<file path="config.mk">
export PLATFORM = sky130hd
export DESIGN_NAME = sb_rx_deserializer
export DESIGN_NICKNAME = d
export VERILOG_FILES = /design/src/rtl/sb_rx_deserializer_pkg.sv /design/src/rtl/sb_rx_deserializer.sv
export SDC_FILE = /design/constraint.sdc
export NUM_CORES = 1
export LEC_CHECK = 0
export ABC_AREA = 1
export BUFFER_PORTS_ARGS = -buffer_cell sky130_fd_sc_hd__buf_2
export CORE_AREA = 3 3 95 97
export DETAILED_ROUTE_END_ITERATION = 8
export DIE_AREA = 0 0 98 100
export GPL_TIMING_DRIVEN = 1
export HOLD_SLACK_MARGIN = 0.08
export MAX_ROUTING_LAYER = met4
export PLACE_DENSITY = 0.81
export SYNTH_ARGS = -nofsm -noshare
export SYNTH_HDL_FRONTEND = slang
export SYNTH_SLANG_ARGS = --single-unit
</file>
<file path="constraint.sdc">
create_clock -name i_pll_clk -period 2.3 [get_ports i_pll_clk]
set_clock_uncertainty 0.1 [all_clocks]
set_input_delay 0 -clock i_pll_clk [delete_from_list [all_inputs] [get_ports i_pll_clk]]
set_output_delay 0 -clock i_pll_clk [all_outputs]
set_load 0.01 [all_outputs]
</file>
<file path="src/rtl/sb_rx_deserializer_pkg.sv">
// ----------------------------------------------------------------------------
// sb_rx_pkg
//   Shared definitions for the sideband receive deserializer.
//   - sb_rx_state_e : receiver FSM states (IDLE, SHIFT, GAP)
//   - SB_PKT_W      : sideband packet width in bits
//   - SB_GAP_CYCLES : minimum idle cycles between packets
// ----------------------------------------------------------------------------
package sb_rx_pkg;

    typedef enum logic [1:0] {
        IDLE  = 2'd0,
        SHIFT = 2'd1,
        GAP   = 2'd2
    } sb_rx_state_e;

    localparam int unsigned SB_PKT_W      = 64;
    localparam int unsigned SB_GAP_CYCLES = 32;

endpackage : sb_rx_pkg

</file>
<file path="src/rtl/sb_rx_deserializer.sv">
// ----------------------------------------------------------------------------
// sb_rx_deserializer
//   Samples the serial sideband line MSB-first, one bit per i_pll_clk cycle
//   while i_rxsb_valid is high, and presents each completed DATA_W-bit packet
//   as a parallel word. A packet cut short by i_rxsb_valid dropping is
//   discarded and flagged.
//
//   Optional feature macro: SB_RX_GAP_CHECK_EN
//     defined   : after each packet the GAP state counts idle cycles; a new
//                 packet starting before GAP_CYCLES idle cycles raises
//                 o_gap_err (the packet is still received).
//     undefined : a completed packet returns straight to IDLE; o_gap_err = 0.
//
//   Ports
//     i_pll_clk     in   sideband PLL clock, rising edge
//     i_rst         in   synchronous active-high reset
//     i_rxsb_data   in   serial data, MSB first
//     i_rxsb_valid  in   serial data qualifier
//     o_data_out    out  last completed packet (MSB = first bit received)
//     o_data_valid  out  one-cycle pulse, o_data_out is new
//     o_frame_err   out  one-cycle pulse, packet truncated
//     o_gap_err     out  one-cycle pulse, inter-packet gap too short
//     o_busy        out  high while the FSM is not in IDLE
// ----------------------------------------------------------------------------
module sb_rx_deserializer
    import sb_rx_pkg::*;
#(
    parameter int unsigned DATA_W     = SB_PKT_W,
    parameter int unsigned GAP_CYCLES = SB_GAP_CYCLES
) (
    input  logic              i_pll_clk,
    input  logic              i_rst,
    input  logic              i_rxsb_data,
    input  logic              i_rxsb_valid,
    output logic [DATA_W-1:0] o_data_out,
    output logic              o_data_valid,
    output logic              o_frame_err,
    output logic              o_gap_err,
    output logic              o_busy
);

    // Counter value reached when the final bit of a packet is sampled.
    localparam logic [6:0] LAST_BIT = 7'(DATA_W);

    sb_rx_state_e      state;
    logic [DATA_W-1:0] shift;
    logic [6:0]        bit_cnt;

`ifdef SB_RX_GAP_CHECK_EN
    localparam logic [5:0] GAP_LAST = 6'(GAP_CYCLES);
    logic [5:0]        gap_cnt;
`endif

    always_ff @(posedge i_pll_clk) begin
        if (i_rst) begin
            state        <= IDLE;
            shift        <= '0;
            bit_cnt      <= '0;
            o_data_out   <= '0;
            o_data_valid <= 1'b0;
            o_frame_err  <= 1'b0;
            o_busy       <= 1'b0;
`ifdef SB_RX_GAP_CHECK_EN
            gap_cnt      <= '0;
            o_gap_err    <= 1'b0;
`endif
        end else begin
            o_data_valid <= 1'b0;
            o_frame_err  <= 1'b0;
`ifdef SB_RX_GAP_CHECK_EN
            o_gap_err    <= 1'b0;
`endif
            case (state)
                IDLE: begin
                    if (i_rxsb_valid) begin
                        shift   <= {{(DATA_W-1){1'b0}}, i_rxsb_data};
                        bit_cnt <= 7'd1;
                        state   <= SHIFT;
                        o_busy  <= 1'b1;
                    end else begin
                        o_busy  <= 1'b0;
                    end
                end

                SHIFT: begin
                    if (i_rxsb_valid) begin
                        shift <= {shift[DATA_W-2:0], i_rxsb_data};
                        if (bit_cnt == LAST_BIT - 7'd1) begin
                            // Final bit: publish the word including this bit.
                            o_data_out   <= {shift[DATA_W-2:0], i_rxsb_data};
                            o_data_valid <= 1'b1;
                            bit_cnt      <= '0;
`ifdef SB_RX_GAP_CHECK_EN
                            state        <= GAP;
                            gap_cnt      <= '0;
                            o_busy       <= 1'b1;
`else
                            state        <= IDLE;
                            o_busy       <= 1'b0;
`endif
                        end else begin
                            bit_cnt <= bit_cnt + 7'd1;
                        end
                    end else begin
                        // Truncated packet: drop the partial word.
                        shift       <= '0;
                        bit_cnt     <= '0;
                        o_frame_err <= 1'b1;
                        state       <= IDLE;
                        o_busy      <= 1'b0;
                    end
                end

`ifdef SB_RX_GAP_CHECK_EN
                GAP: begin
                    if (i_rxsb_valid) begin
                        // Early start: flag it but still accept the bit.
                        o_gap_err <= 1'b1;
                        shift     <= {{(DATA_W-1){1'b0}}, i_rxsb_data};
                        bit_cnt   <= 7'd1;
                        gap_cnt   <= '0;
                        state     <= SHIFT;
                    end else if (gap_cnt == GAP_LAST - 6'd1) begin
                        gap_cnt <= '0;
                        state   <= IDLE;
                        o_busy  <= 1'b0;
                    end else begin
                        gap_cnt <= gap_cnt + 6'd1;
                    end
                end
`endif

                default: begin
                    state  <= IDLE;
                    o_busy <= 1'b0;
                end
            endcase
        end
    end

`ifndef SB_RX_GAP_CHECK_EN
    assign o_gap_err = 1'b0;
`endif

endmodule : sb_rx_deserializer
</file>
# Yosys cells after proc, flatten, opt, wreduce, memory -nomap -nowiden
# Cells that the tools add are included.
[totals]
out_inout_bits = 68
wordCells = 38
regBits = 139
in_bits = 4
[classes]
muxes = 17
bitwise_logic = 2
n_reduce_logical = 7
add_sub_neg = 1
eq_ne = 4
[op_table]
columns = ["operator", "count"]
rows = [
  ["$mux W63", 2],
  ["$pmux W63 S2", 1],
  ["$mux W7", 3],
  ["$pmux W7 S2", 1],
  ["$add A7 B1 Y7 const B", 1],
  ["$eq A7 B6 Y1 const B", 1],
  ["$mux W2", 3],
  ["$mux W1", 5],
  ["$pmux W2 S2", 1],
  ["$reduce_and A2 Y1", 2],
  ["$ne A3 B3 Y1 const B", 1],
  ["$reduce_and A3 Y1", 1],
  ["$reduce_or A3 Y1", 1],
  ["$eq A2 B1 Y1 const B", 1],
  ["$logic_not A2 Y1", 1],
  ["$ne A2 B2 Y1 const B", 1],
  ["$not A1 Y1", 2],
  ["$pmux W1 S2", 1],
  ["$reduce_bool A2 Y1", 1],
  ["$reduce_or A2 Y1", 1],
]

# Logic depth before layout (Yosys ltp)
# Gate-level depths: netlist of run 1.
[depth]
depth_word = 4
mapped_depth = 8
depth_no_buf = 7

# Least setup slack after synthesis of run 1
# No wires, ideal clock.
[synth_timing]
path_type = "reg2reg"
startpoint = "register bit_cnt[0]"
endpoint = "register o_data_out[32]"
slack_ns = 0.824
period_less_slack_ns = 1.476
path_stages_with_launch = 8
arrival_ns = 1.263
path_buffers = 1
setup_time_ns = 0.113
t_required_ns = 2.087
cell_sequence = "dfxtp_1 -> ha_1 -> nand3_2 -> nor2_8 -> nand2_2 -> buf_2 -> nand3_1 -> nand2_1"
[synth_between]
elab_chain_len = 2
[synth_lines]
columns = ["item", "line", "source"]
rows = [
  ["start, declared", "sb_rx_deserializer.sv:47", "logic [6:0] bit_cnt;"],
  ["start signal, assigned", "sb_rx_deserializer.sv:102", "bit_cnt <= bit_cnt + 7'd1;"],
  ["$eq A7 B6 Y1", "sb_rx_deserializer.sv:88", "if (bit_cnt == LAST_BIT - 7'd1) begin"],
  ["$reduce_and A3 Y1 (no line)", "-", ""],
  ["end signal, assigned", "sb_rx_deserializer.sv:90", "o_data_out <= {shift[DATA_W-2:0], i_rxsb_data};"],
  ["end, declared", "sb_rx_deserializer.sv:35", "output logic [DATA_W-1:0] o_data_out,"],
]
# Every way passes these cells.
# A chain may end at the register's enable or synchronous reset.

# Final worst setup path of run 1
[layout_timing]
startpoint = "register bit_cnt[0]"
endpoint = "register o_data_out[3]"
# The elaborated chain is that of the path after synthesis.

==> results of run 1 <==
-- tightest hold or removal path, cell delays in order --
cell	delay (ns)
dlygate4sd3_1	0.53
buf_2	0.17
nor3_1	0.08
-- power by group --
group	leakage [nW]	internal, mW	switching, mW	total, mW
combinational	1.20	0.0228	0.0876	0.110
clock	0.297	1.73	0.975	2.70
sequential	1.11	2.40	0.00360	2.40
-- metal layers --
metal  wire [um]  track usage  vias to the layer above  part of all wire
met5           0            -                        -                 0
met4         193      0.09478                        0             0.019
met3         559      0.06046                       19             0.054
met2        5121       0.3853                      115              0.50
met1        4450       0.2554                     1916              0.43
li1            -            -                     2098                 -
-- registers in the layout, summed over array words and instances, names as in the netlist --
register,flops
o_busy,1
shift,63
o_data_valid,1
o_data_out,64
o_frame_err,1
bit_cnt,7
state,1
-- per-stage QoR --
step / util / cell area, sq um
floorplan: - / 4892
global placement: 0.6342 / 5211
detailed placement: 0.6342 / 5211
CTS: 0.7108 / 5841
global route: 0.7108 / 5841
finish: 0.7108 / 5841
-- cell type report --
cell class | instances | area [sq um]
Clock inverter | 11 | 143.9
Fill cell | 637 | 2376
Tap cell | 105 | 131.4
Sequential cell | 138 | 2763
Timing Repair Buffer | 80 | 457.9
Inverter | 14 | 53.80
Clock buffer | 20 | 455.4
Multi-Input combinational cell | 425 | 1836
-- worst min-delay path by stage --
stage	to	slack (ns)	start
after floorplan	o_frame_err	-0.02	i_rxsb_valid
after global placement	shift[0]	0.17	i_rxsb_data
after detailed placement	o_frame_err	0.18	i_rxsb_valid
after CTS	o_frame_err	0.21	i_rxsb_valid
after global routing	o_frame_err	0.21	i_rxsb_valid
final	o_frame_err	0.23	i_rxsb_valid
-- placed cells by master, fill, tap and decap left out, drive strengths merged --
cell         count
nor3             2
bufinv           3
o2111ai          1
buf             77
dfxtp          138
clkinv           7
nand2          266
nor2             5
a21oi           70
ha               1
clkbuf          20
xnor2            1
nand3           72
dlygate4sd3      3
conb             1
o32ai            1
clkinvlp         1
o21ai            4
nand4            1
inv             14
-- logic make-up (layout without fill, tap and decap cells) --
kind of cell,after synthesis,after routing,synth area share
AO/OA/AOI/OAI,76,76,0.07929
XOR/XNOR,1,1,0.001791
adder cells (fa/ha/maj),1,1,0.002557
buffers and inverters,56,125,0.06010
flip-flops,138,138,0.5647
other,1,1,0.0007665
AND/OR/NAND/NOR,346,346,0.2908
==> impl_summary.txt, run 1 <==
----------------------------------------------------
[Status]
  Run status ... finished, final reports clean

[Logic synthesis]
  Ranking of synthesized cells by instance count ... nand2_1, dfxtp_1, a21oi_1, nand3_1, buf_2
  Total nets after synthesis ... 624
  Mean cell area of the mapped netlist ... 7.903 sq um
  Prevailing post-synth register cell ... dfxtp_1
  Fraction of the yosys area taken by sequential cells ... 0.5647
  Summed instance area of the synthesized netlist ... 0.004892 sq mm
  Yosys warnings ... 0
  Post-synthesis async set-or-reset flop share ... 0
  FF+latch count, synth ... 138
  Cell taking the most area after synthesis ... dfxtp_1
  Syn Inst Count ... 619
  Number of enable flip-flop cells after synthesis ... 0
  Library cells used by synthesis ... 24
  Main area contributors after synthesis ... dfxtp_1, nand2_1, a21oi_1
  Share of Yosys cell area claimed by the top area cell type ... 0.5647
  Cell with the most instances after synthesis ... nand2_1

[Global routing]
  Vias in the first global route ... 4089
  Global route total overflow ... 0
  All-layer global routing usage ... 0.2274
  Pin count of the biggest net entering global routing ... 71
  Wire length of the first global-routing pass ... 17930 um
  Antenna violations before repair ... 0

[Timing]
  Final critical delay including setup and external delays ... 1.895 ns
  RSZ-0062 raised after global routing ... no
  Worst Tran Pin Value ... 0.6952 ns
  Period utilization ... 0.8238
  Hold slack final ... 0.2296 ns
  Final count of hold timing violations ... 0
  Fin worst setup slack ... 0.4052 ns
  Worst-case headroom to the max-slew limit ... 0.5365
  Final count of pins violating max slew ... 0
  Highest achievable clock rate ... 527.8 MHz
  Number of setup violations in the final report ... 0
  Summed negative setup slack over all endpoints ... 0 ns

[Critical path]
  Worst R2R Start ... bit_cnt[0]
  Ordered cell list for the critical path ... ha_1, nand3_2, nor2_8, nand3_2, clkinv_2, buf_12, nand2_1, nand2_1
  Startpoint type of the worst setup path ... register
  Type of element capturing the critical path ... register
  CP Launch Point ... bit_cnt[0]
  Required arrival time at the worst endpoint ... 2.65 ns
  R2r endpoint ... o_data_out[3]
  Crit path max-delay family ... simple AND/OR/NAND/NOR gates
  Highest net fanout along the worst path ... 37
  Capturing instance or port of the critical path ... o_data_out[3]
  Category of the critical setup timing path ... register to register
  Worst-case register-to-register setup slack ... 0.41 ns
  Number of gates on the worst path with buffers counted ... 8
  Reg2reg path depth ... 8
  Standard cell with the maximum stage delay on the critical path ... dfxtp_1
  Buf+Inv Stages, Crit Path ... 2
  Critical path's largest stage delay ... 0.37 ns
  Arr. time, crit path ... 2.24 ns

[Drt]
  First-pass iteration count of the detailed router ... 6
  Drt first-iter violations ... 242
  Routed length per placed instance ... 13.02 um
  Post-DRT Antenna Nets ... 0
  Detailed-route wire length ... 10320 um
  Final routed DRC violation total ... 0
  Total via count in the routed design ... 4148
  Mean number of vias per cell ... 5.231

[Floorplanning]
  Die span in y ... 100 um
  Full die area ... 0.009800 sq mm
  Core Box Area ... 0.008217 sq mm
  Top Ports ... 72
  Die outline width ... 98 um
  Floorplan row count ... 33
  Starting density of the core ... 0.5954

[Layout]
  Ant diodes ... 0
  Final instance count without filler cells ... 793
  Final layout net count ... 681
  Share of layout cells above drive strength 1 ... 0.1686
  Layout Area Growth over Synthesis ... 19.39%

[Pwr]
  VDD IR max ... 0.5107 mV
  Post-layout power ... 5.215 mW
  Power density over the cells ... 892.9 mW/mm^2
  Static leakage power ... 2.610 nW

[Clock network]
  TritonCTS clock tree ... yes
  Count of instances resized after the clock tree is built ... 0
  Clock-pin transition on the worst setup and hold timing paths ... 0.06 ns
  Latest clock arrival within the worst-skew pair ... 0.50 ns
  Post-CTS setup-driven buffer insertion count ... 0
  Number of levels the H-tree was split into ... 4
  Max Root-Sink Buffers ... 2
  Total CTS buffers ... 17
  Clock tree root driver cell ... clkbuf_8
  Clk sink count ... 138
  CTS Hold Buffers Added ... 3

[Place]
  # port buffers ... 70
  Inst Count DP ... 759
  Weighted congestion at the end of routability-driven global placement ... 0.8445
  Post-detailed-placement half-perimeter wirelength ... 6069 um
  Worst slack, placed ... 0.4331 ns

[Run]
  Maximum capacitance violations ... 0

[Worst hold path]
  WHS Path Cells ... 3
  Worst hold path class ... primary input to register

----------------------------------------------------
No activity file was read; power rests on OpenSTA's default activity.
==> run 2: changes to the inputs <==
--- a/config.mk
+++ b/config.mk
@@ -7,13 +7,13 @@
 export LEC_CHECK = 0
 export ABC_AREA = 1
 export BUFFER_PORTS_ARGS = -buffer_cell sky130_fd_sc_hd__buf_2
-export CORE_AREA = 3 3 95 97
+export CORE_AREA = 3 3 98 100
 export DETAILED_ROUTE_END_ITERATION = 8
-export DIE_AREA = 0 0 98 100
+export DIE_AREA = 0 0 101 103
 export GPL_TIMING_DRIVEN = 1
 export HOLD_SLACK_MARGIN = 0.08
 export MAX_ROUTING_LAYER = met4
-export PLACE_DENSITY = 0.81
+export PLACE_DENSITY = 0.77
 export SYNTH_ARGS = -nofsm -noshare
 export SYNTH_HDL_FRONTEND = slang
 export SYNTH_SLANG_ARGS = --single-unit
==> constraint.sdc (replaced) <==
create_clock -name i_pll_clk -period 2 [get_ports i_pll_clk]
set_clock_uncertainty 0.1 [all_clocks]
set_input_delay 0 -clock i_pll_clk [delete_from_list [all_inputs] [get_ports i_pll_clk]]
set_output_delay 0 -clock i_pll_clk [all_outputs]
set_load 0.01 [all_outputs]
==> run 2 against run 1 <==
Effect of this change: combinational power rose by 18%; sequential cell count did not move; sequential share of layout area fell by 0.31 points; register-to-register slack got worse by 0.15 ns; core utilization fell by 4.0 points; critical path type unchanged; critical endpoint is now o_data_out[17].
==> impl_summary.txt, run 2 (same netlist as run 1, synthesis figures left out) <==
----------------------------------------------------
[Timing]
  Worst-case headroom to the max-slew limit ... 0.5355 (-0.001018)
  Number of setup violations in the final report ... 0 (unchanged)
  Worst Tran Pin Value ... 0.6967 ns (+0.001527 ns)
  Final critical delay including setup and external delays ... 1.748 ns (-0.1466 ns)
  Period utilization ... 0.8741 (+0.05027)
  Final count of pins violating max slew ... 0 (unchanged)
  Fin worst setup slack ... 0.2518 ns (-0.1534 ns)
  Highest achievable clock rate ... 572.0 MHz (+8.4%)
  RSZ-0062 raised after global routing ... no
  Summed negative setup slack over all endpoints ... 0 ns (unchanged)
  Final count of hold timing violations ... 0 (unchanged)

[Place]
  Weighted congestion at the end of routability-driven global placement ... 0.8004 (-5.2%)
  Inst Count DP ... 765 (+0.79%)
  Post-detailed-placement half-perimeter wirelength ... 6488 um (+6.9%)
  Post-detailed-placement cell area ... 0.005250 sq mm (+0.74%)
  Worst slack, placed ... 0.2544 ns (-0.1787 ns)
  # port buffers ... 70 (unchanged)

[Floorplanning]
  Core Box Area ... 0.008763 sq mm (+6.7%)
  Floorplan row count ... 34 (+3.0%)
  Die span in y ... 103 um (+3.0%)
  Full die area ... 0.01040 sq mm (+6.2%)
  Die outline width ... 101 um (+3.1%)
  Top Ports ... 72 (unchanged)
  Starting density of the core ... 0.5583 (-0.03715)

[Global routing]
  All-layer global routing usage ... 0.2225 (-0.004937)
  Wire length of the first global-routing pass ... 18060 um (+0.73%)
  GRT met1 Usage ... 0.2697 (+0.01430)
  Antenna violations before repair ... 0 (unchanged)
  GR Layer Usage met2 ... 0.3671 (-0.01825)
  Global routing usage on met3 ... 0.05007 (-0.01039)
  Pin count of the biggest net entering global routing ... 71 (unchanged)
  Top Usage Layer GRT ... met2
  Vias in the first global route ... 4022 (-1.6%)
  Global route total overflow ... 0 (unchanged)

[Clock network]
  Max Root-Sink Buffers ... 2 (unchanged)
  Number of levels the H-tree was split into ... 4 (unchanged)
  Clock tree root driver cell ... clkbuf_8
  Clock-pin transition on the worst setup and hold timing paths ... 0.06 ns (about the same)
  TritonCTS clock tree ... yes
  Latest clock arrival within the worst-skew pair ... 0.50 ns (about the same)
  Total CTS buffers ... 17 (unchanged)
  Count of instances resized after the clock tree is built ... 0 (unchanged)
  Clk sink count ... 138 (unchanged)

[Drt]
  Mean number of vias per cell ... 5.245 (+0.27%)
  Drt first-iter violations ... 268 (+11%)
  Total via count in the routed design ... 4201 (+1.3%)
  Final routed DRC violation total ... 0 (unchanged)
  Detailed-route wire length ... 10650 um (+3.1%)
  Post-DRT Antenna Nets ... 0 (unchanged)
  First-pass iteration count of the detailed router ... 5 (-1)
  Routed length per placed instance ... 13.29 um (+2.1%)

[Critical path]
  Category of the critical setup timing path ... register to register
  Required arrival time at the worst endpoint ... 2.35 ns (-0.30 ns)
  Type of element capturing the critical path ... register
  Arr. time, crit path ... 2.10 ns (-0.14 ns)
  Highest net fanout along the worst path ... 27 (-27%)
  Worst-case register-to-register setup slack ... 0.25 ns (-0.15 ns)
  Startpoint type of the worst setup path ... register

[Layout]
  Layout Area Growth over Synthesis ... 20.18%
  Post-route cell area ... 0.005879 sq mm (+0.66%)
  Most common library cell in the layout ignoring fill and taps ... nand2_1
  Flip-flop count of the largest register, all copies and words added ... 64 (unchanged)
  Number of fillers in the final layout ... 706 (+11%)
  Final instance count without filler cells ... 801 (+1.0%)
  Final layout net count ... 685 (+0.59%)
  Regs by FF count ... o_data_out (64), shift (63), bit_cnt (7)
  Share of layout cells above drive strength 1 ... 0.1703 (+0.001670)
  Ant diodes ... 0 (unchanged)
  Leading cell types in the layout, fill and taps excluded ... nand2_1, dfxtp_1, nand3_1, a21oi_1, buf_2
  Largest register by flop count ... o_data_out

[Status]
  Run status ... finished, final reports clean

[Worst hold path]
  Worst hold path class ... primary input to register

[Pwr]
  Power density over the cells ... 1016 mW/mm^2 (+14%)
  Static leakage power ... 2.620 nW (+0.39%)
  Post-layout power ... 5.973 mW (+15%)
  VDD IR max ... 0.6645 mV (+30%)

[Run]
  Maximum capacitance violations ... 0 (unchanged)

----------------------------------------------------
run 2: timing repair:
| item | CTS | global route |
|---|---|---|
| setup buffers | 0 | 0 |
| endpoints found under the hold margin | 119 | 0 |
| hold buffers | 4 | 0 |
run 2: layer usage:
metal	share of wire	vias to the layer above
met5	0	-
met4	0.012	0
met3	0.049	11
met2	0.49	101
met1	0.44	1982
li1	-	2107
run 2: power breakdown:
group | switching, mW | internal, mW | total, mW
Clock | 1.17 | 1.91 | 3.08
Sequential | 0.00444 | 2.75 | 2.76
Combinational | 0.100 | 0.0299 | 0.130
run 2: metrics by stage:
stage	hold WS, ns	util
after CTS	0.1994	0.6709
after detailed placement	0.1801	0.5991
after floorplan	-0.02090	-
after global routing	0.2530	0.6709
after global placement	0.1656	0.5991
final	0.2298	0.6709
run 2: area by class of cell:
class / instances / area, sq um / share of cell area
clock inverter: 13 / 167.7 / 0.02852
inverter: 14 / 53.80 / 0.009151
sequential: 138 / 2763 / 0.4699
multi-input combinational: 425 / 1836 / 0.3122
clock buffer: 19 / 421.7 / 0.07172
timing repair buffer: 84 / 503.0 / 0.08555
tap: 108 / 135.1 / 0.02298
run 2: final timing paths:
kind	startpoint	to	cells after the start
hold / removal	i_rxsb_valid	o_frame_err	3
setup / recovery	bit_cnt[0]	o_data_out[17]	8
setup reg to reg	bit_cnt[0]	o_data_out[17]	8
hold reg to reg	bit_cnt[6]	bit_cnt[6]	2
run 2: worst max-delay path: stages, from the launching register on:
cell and delay [ns]:
dfxtp_1 0.37, ha_1 0.24, nand3_2 0.15, nor2_8 0.20
nand3_2 0.09, clkinv_2 0.08, buf_4 0.28, nand2_1 0.11
nand2_1 0.07
==> run 3: changes to the inputs <==
--- a/config.mk
+++ b/config.mk
@@ -6,7 +6,7 @@
 export NUM_CORES = 1
 export LEC_CHECK = 0
 export ABC_AREA = 1
-export BUFFER_PORTS_ARGS = -buffer_cell sky130_fd_sc_hd__buf_2
+export BUFFER_PORTS_ARGS = -buffer_cell sky130_fd_sc_hd__buf_4
 export CORE_AREA = 3 3 98 100
 export DETAILED_ROUTE_END_ITERATION = 8
 export DIE_AREA = 0 0 101 103
@@ -14,6 +14,7 @@
 export HOLD_SLACK_MARGIN = 0.08
 export MAX_ROUTING_LAYER = met4
 export PLACE_DENSITY = 0.77
+export RECOVER_POWER = 25
 export SYNTH_ARGS = -nofsm -noshare
 export SYNTH_HDL_FRONTEND = slang
 export SYNTH_SLANG_ARGS = --single-unit
==> constraint.sdc (replaced) <==
create_clock -name i_pll_clk -period 2 [get_ports i_pll_clk]
set_clock_uncertainty 0.1 [all_clocks]
set_input_delay 0.3 -clock i_pll_clk [delete_from_list [all_inputs] [get_ports i_pll_clk]]
set_output_delay 0.3 -clock i_pll_clk [all_outputs]
set_load 0.01 [all_outputs]
==> run 3 against run 2 <==
Effect of this change: core utilization rose by 0.20 points; sequential cell count did not move; register-to-register slack got worse by 0.03 ns; hold slack improved by 0.12 ns; total power rose by 1.7%; final cell count fell by 0.12%; non-clock buffer count fell by 1; global-route usage rose by 0.64 points; critical path depth fell by 4; sequential power barely moved; worst setup slack got worse by 0.038 ns; largest cell class unchanged.
==> impl_summary.txt, run 3 (same netlist as run 1, synthesis figures left out) <==
----------------------------------------------------
[Layout]
  Ant diodes ... 0 (unchanged)
  Regs by FF count ... o_data_out (64), shift (63), bit_cnt (7)
  Share of layout cells above drive strength 1 ... 0.09971 (-0.07056)
  Post-route cell area ... 0.005897 sq mm (+0.30%)
  Largest register by flop count ... o_data_out
  Leading cell types in the layout, fill and taps excluded ... nand2_1, dfxtp_1, nand3_1, a21oi_1, clkbuf_1
  Final layout net count ... 684 (-0.15%)
  Most common library cell in the layout ignoring fill and taps ... nand2_1
  Flip-flop count of the largest register, all copies and words added ... 64 (unchanged)
  Layout Area Growth over Synthesis ... 20.54%
  Final instance count without filler cells ... 800 (-0.12%)

[Place]
  Post-detailed-placement cell area ... 0.005430 sq mm (+3.4%)
  Inst Count DP ... 764 (-0.13%)
  Post-detailed-placement half-perimeter wirelength ... 6548 um (+0.93%)
  Worst slack, placed ... 0.2339 ns (-0.02047 ns)
  Weighted congestion at the end of routability-driven global placement ... 0.8199 (+2.4%)
  # port buffers ... 70 (unchanged)

[Critical path]
  Standard cell with the maximum stage delay on the critical path ... buf_2
  Highest net fanout along the worst path ... 57 (+110%)
  Category of the critical setup timing path ... primary input to register
  Startpoint type of the worst setup path ... primary input
  Critical path's largest stage delay ... 0.82 ns (+0.45 ns)
  Worst R2R Start ... bit_cnt[0]
  Arr. time, crit path ... 2.03 ns (-0.07 ns)
  Reg2reg path depth ... 8 (unchanged)
  Required arrival time at the worst endpoint ... 2.24 ns (-0.11 ns)
  Worst-case register-to-register setup slack ... 0.22 ns (-0.03 ns)
  Buf+Inv Stages, Crit Path ... 3 (+1)
  Ordered cell list for the critical path ... dlygate4sd3_1, buf_4, buf_2, a21oi_1
  Type of element capturing the critical path ... register
  Crit path max-delay family ... buffers and inverters
  R2r endpoint ... o_data_out[17]

[Global routing]
  Global route total overflow ... 0 (unchanged)
  Vias in the first global route ... 3939 (-2.1%)
  Antenna violations before repair ... 0 (unchanged)
  Pin count of the biggest net entering global routing ... 68 (-4.2%)
  All-layer global routing usage ... 0.2288 (+0.006373)
  Wire length of the first global-routing pass ... 18420 um (+1.9%)

[Floorplanning]
  Die outline width ... 101 um (unchanged)
  Full die area ... 0.01040 sq mm (unchanged)
  Core Box Area ... 0.008763 sq mm (unchanged)
  Starting density of the core ... 0.5583 (unchanged)
  Floorplan row count ... 34 (unchanged)
  Die span in y ... 103 um (unchanged)
  Top Ports ... 72 (unchanged)

[Clock network]
  TritonCTS clock tree ... yes
  Latest clock arrival within the worst-skew pair ... 0.52 ns (+0.02 ns)
  Number of levels the H-tree was split into ... 4 (unchanged)
  Post-CTS setup-driven buffer insertion count ... 0 (unchanged)
  Clock tree root driver cell ... clkbuf_8
  CTS Hold Buffers Added ... 4 (unchanged)
  Count of instances resized after the clock tree is built ... 0 (unchanged)
  Max Root-Sink Buffers ... 2 (unchanged)
  Clk sink count ... 138 (unchanged)
  Total CTS buffers ... 17 (unchanged)
  Clock-pin transition on the worst setup and hold timing paths ... 0.06 ns (about the same)

[Timing]
  Worst-case headroom to the max-slew limit ... 0.3230 (-0.2125)
  Final critical delay including setup and external delays ... 1.786 ns (+0.03795 ns)
  Final count of hold timing violations ... 0 (unchanged)
  Period utilization ... 0.8931 (+0.01897)
  Final count of pins violating max slew ... 0 (unchanged)
  RSZ-0062 raised after global routing ... no
  Highest achievable clock rate ... 559.9 MHz (-2.1%)
  Summed negative setup slack over all endpoints ... 0 ns (unchanged)
  Worst Tran Pin Value ... 1.015 ns (+0.3188 ns)
  Fin worst setup slack ... 0.2138 ns (-0.03795 ns)
  Number of setup violations in the final report ... 0 (unchanged)

[Worst hold path]
  WHS Endpoint ... bit_cnt[6]
  Worst Min Path Start ... bit_cnt[6]
  Worst hold path class ... register to register
  WHS Path Cells ... 2 (-1)

[Pwr]
  VDD IR max ... 0.6413 mV (-3.5%)
  Static leakage power ... 2.416 nW (-7.8%)
  Post-layout power ... 6.077 mW (+1.7%)
  Power density over the cells ... 1031 mW/mm^2 (+1.4%)

[Drt]
  Total via count in the routed design ... 4146 (-1.3%)
  Drt first-iter violations ... 250 (-6.7%)
  Post-DRT Antenna Nets ... 0 (unchanged)
  Detailed-route wire length ... 10960 um (+2.9%)
  Routed length per placed instance ... 13.69 um (+3.0%)
  First-pass iteration count of the detailed router ... 4 (-1)
  Final routed DRC violation total ... 0 (unchanged)
  Mean number of vias per cell ... 5.183 (-1.2%)

[Run]
  Maximum capacitance violations ... 0 (unchanged)

[Status]
  Run status ... finished, final reports clean

----------------------------------------------------
==> run 3: changes by cell type in the layout (fill, tap and decap cells not counted) <==
cell,change
clkbuf_1,+48
clkinv_4,-1
buf_2,-69
buf_4,+18
clkbuf_8,+4
buf_12,+1
inv_6,-3
clkinvlp_4,+1
==> run 3: how the worst max path moves through the flow <==
stage	from	endpoint	slack (ns)	cells past startpoint
2_1_floorplan	bit_cnt[0]	o_data_out[32]	0.52	7
3_3_place_gp	bit_cnt[0]	o_data_out[9]	0.32	8
3_5_place_dp	bit_cnt[0]	o_data_out[17]	0.23	8
4_1_cts	bit_cnt[0]	o_data_out[17]	0.22	8
5_1_grt	bit_cnt[0]	o_data_out[25]	0.09	8
6_report	i_rst	shift[60]	0.21	4
==> run 3: power breakdown <==
part           switching [mW]  internal, mW
Sequential            0.00415          2.76
Clock                    1.16          2.03
Combinational           0.101        0.0294
Total                    1.26          4.82
==> run 3: area by class of cell <==
type / instances / area, sq um
fill: 718 / 2867
sequential: 138 / 2763
multi-input combinational: 425 / 1836
timing repair buffer: 83 / 496.7
clock buffer: 22 / 473.0
clock inverter: 10 / 140.1
tap: 108 / 135.1
inverter: 14 / 53.80
==> run 3: worst register-to-register path, cell delays in order, from the launching register on <==
cell	delay (ns)
dfxtp_1	0.38
ha_1	0.24
nand3_2	0.16
nor2_8	0.19
nand3_2	0.09
clkinv_2	0.21
buf_12	0.21
nand2_1	0.08
nand2_1	0.07
==> run 3: stage by stage <==
stage / util / hold WS, ns
floorplan: - / 0.2791
global placement: 0.6196 / 0.3391
detailed placement: 0.6196 / 0.3429
CTS: 0.6942 / 0.3511
global route: 0.6729 / 0.3737
finish: 0.6729 / 0.3539
==> run 3: metal layers <==
metal | GRT usage | vias up | share of wire
li1 | - | 2107 | -
met1 | 0.2812 | 1910 | 0.45
met2 | 0.3732 | 121 | 0.49
met3 | 0.06225 | 8 | 0.056
met4 | 0.06339 | 0 | 0.0051
met5 | - | - | 0
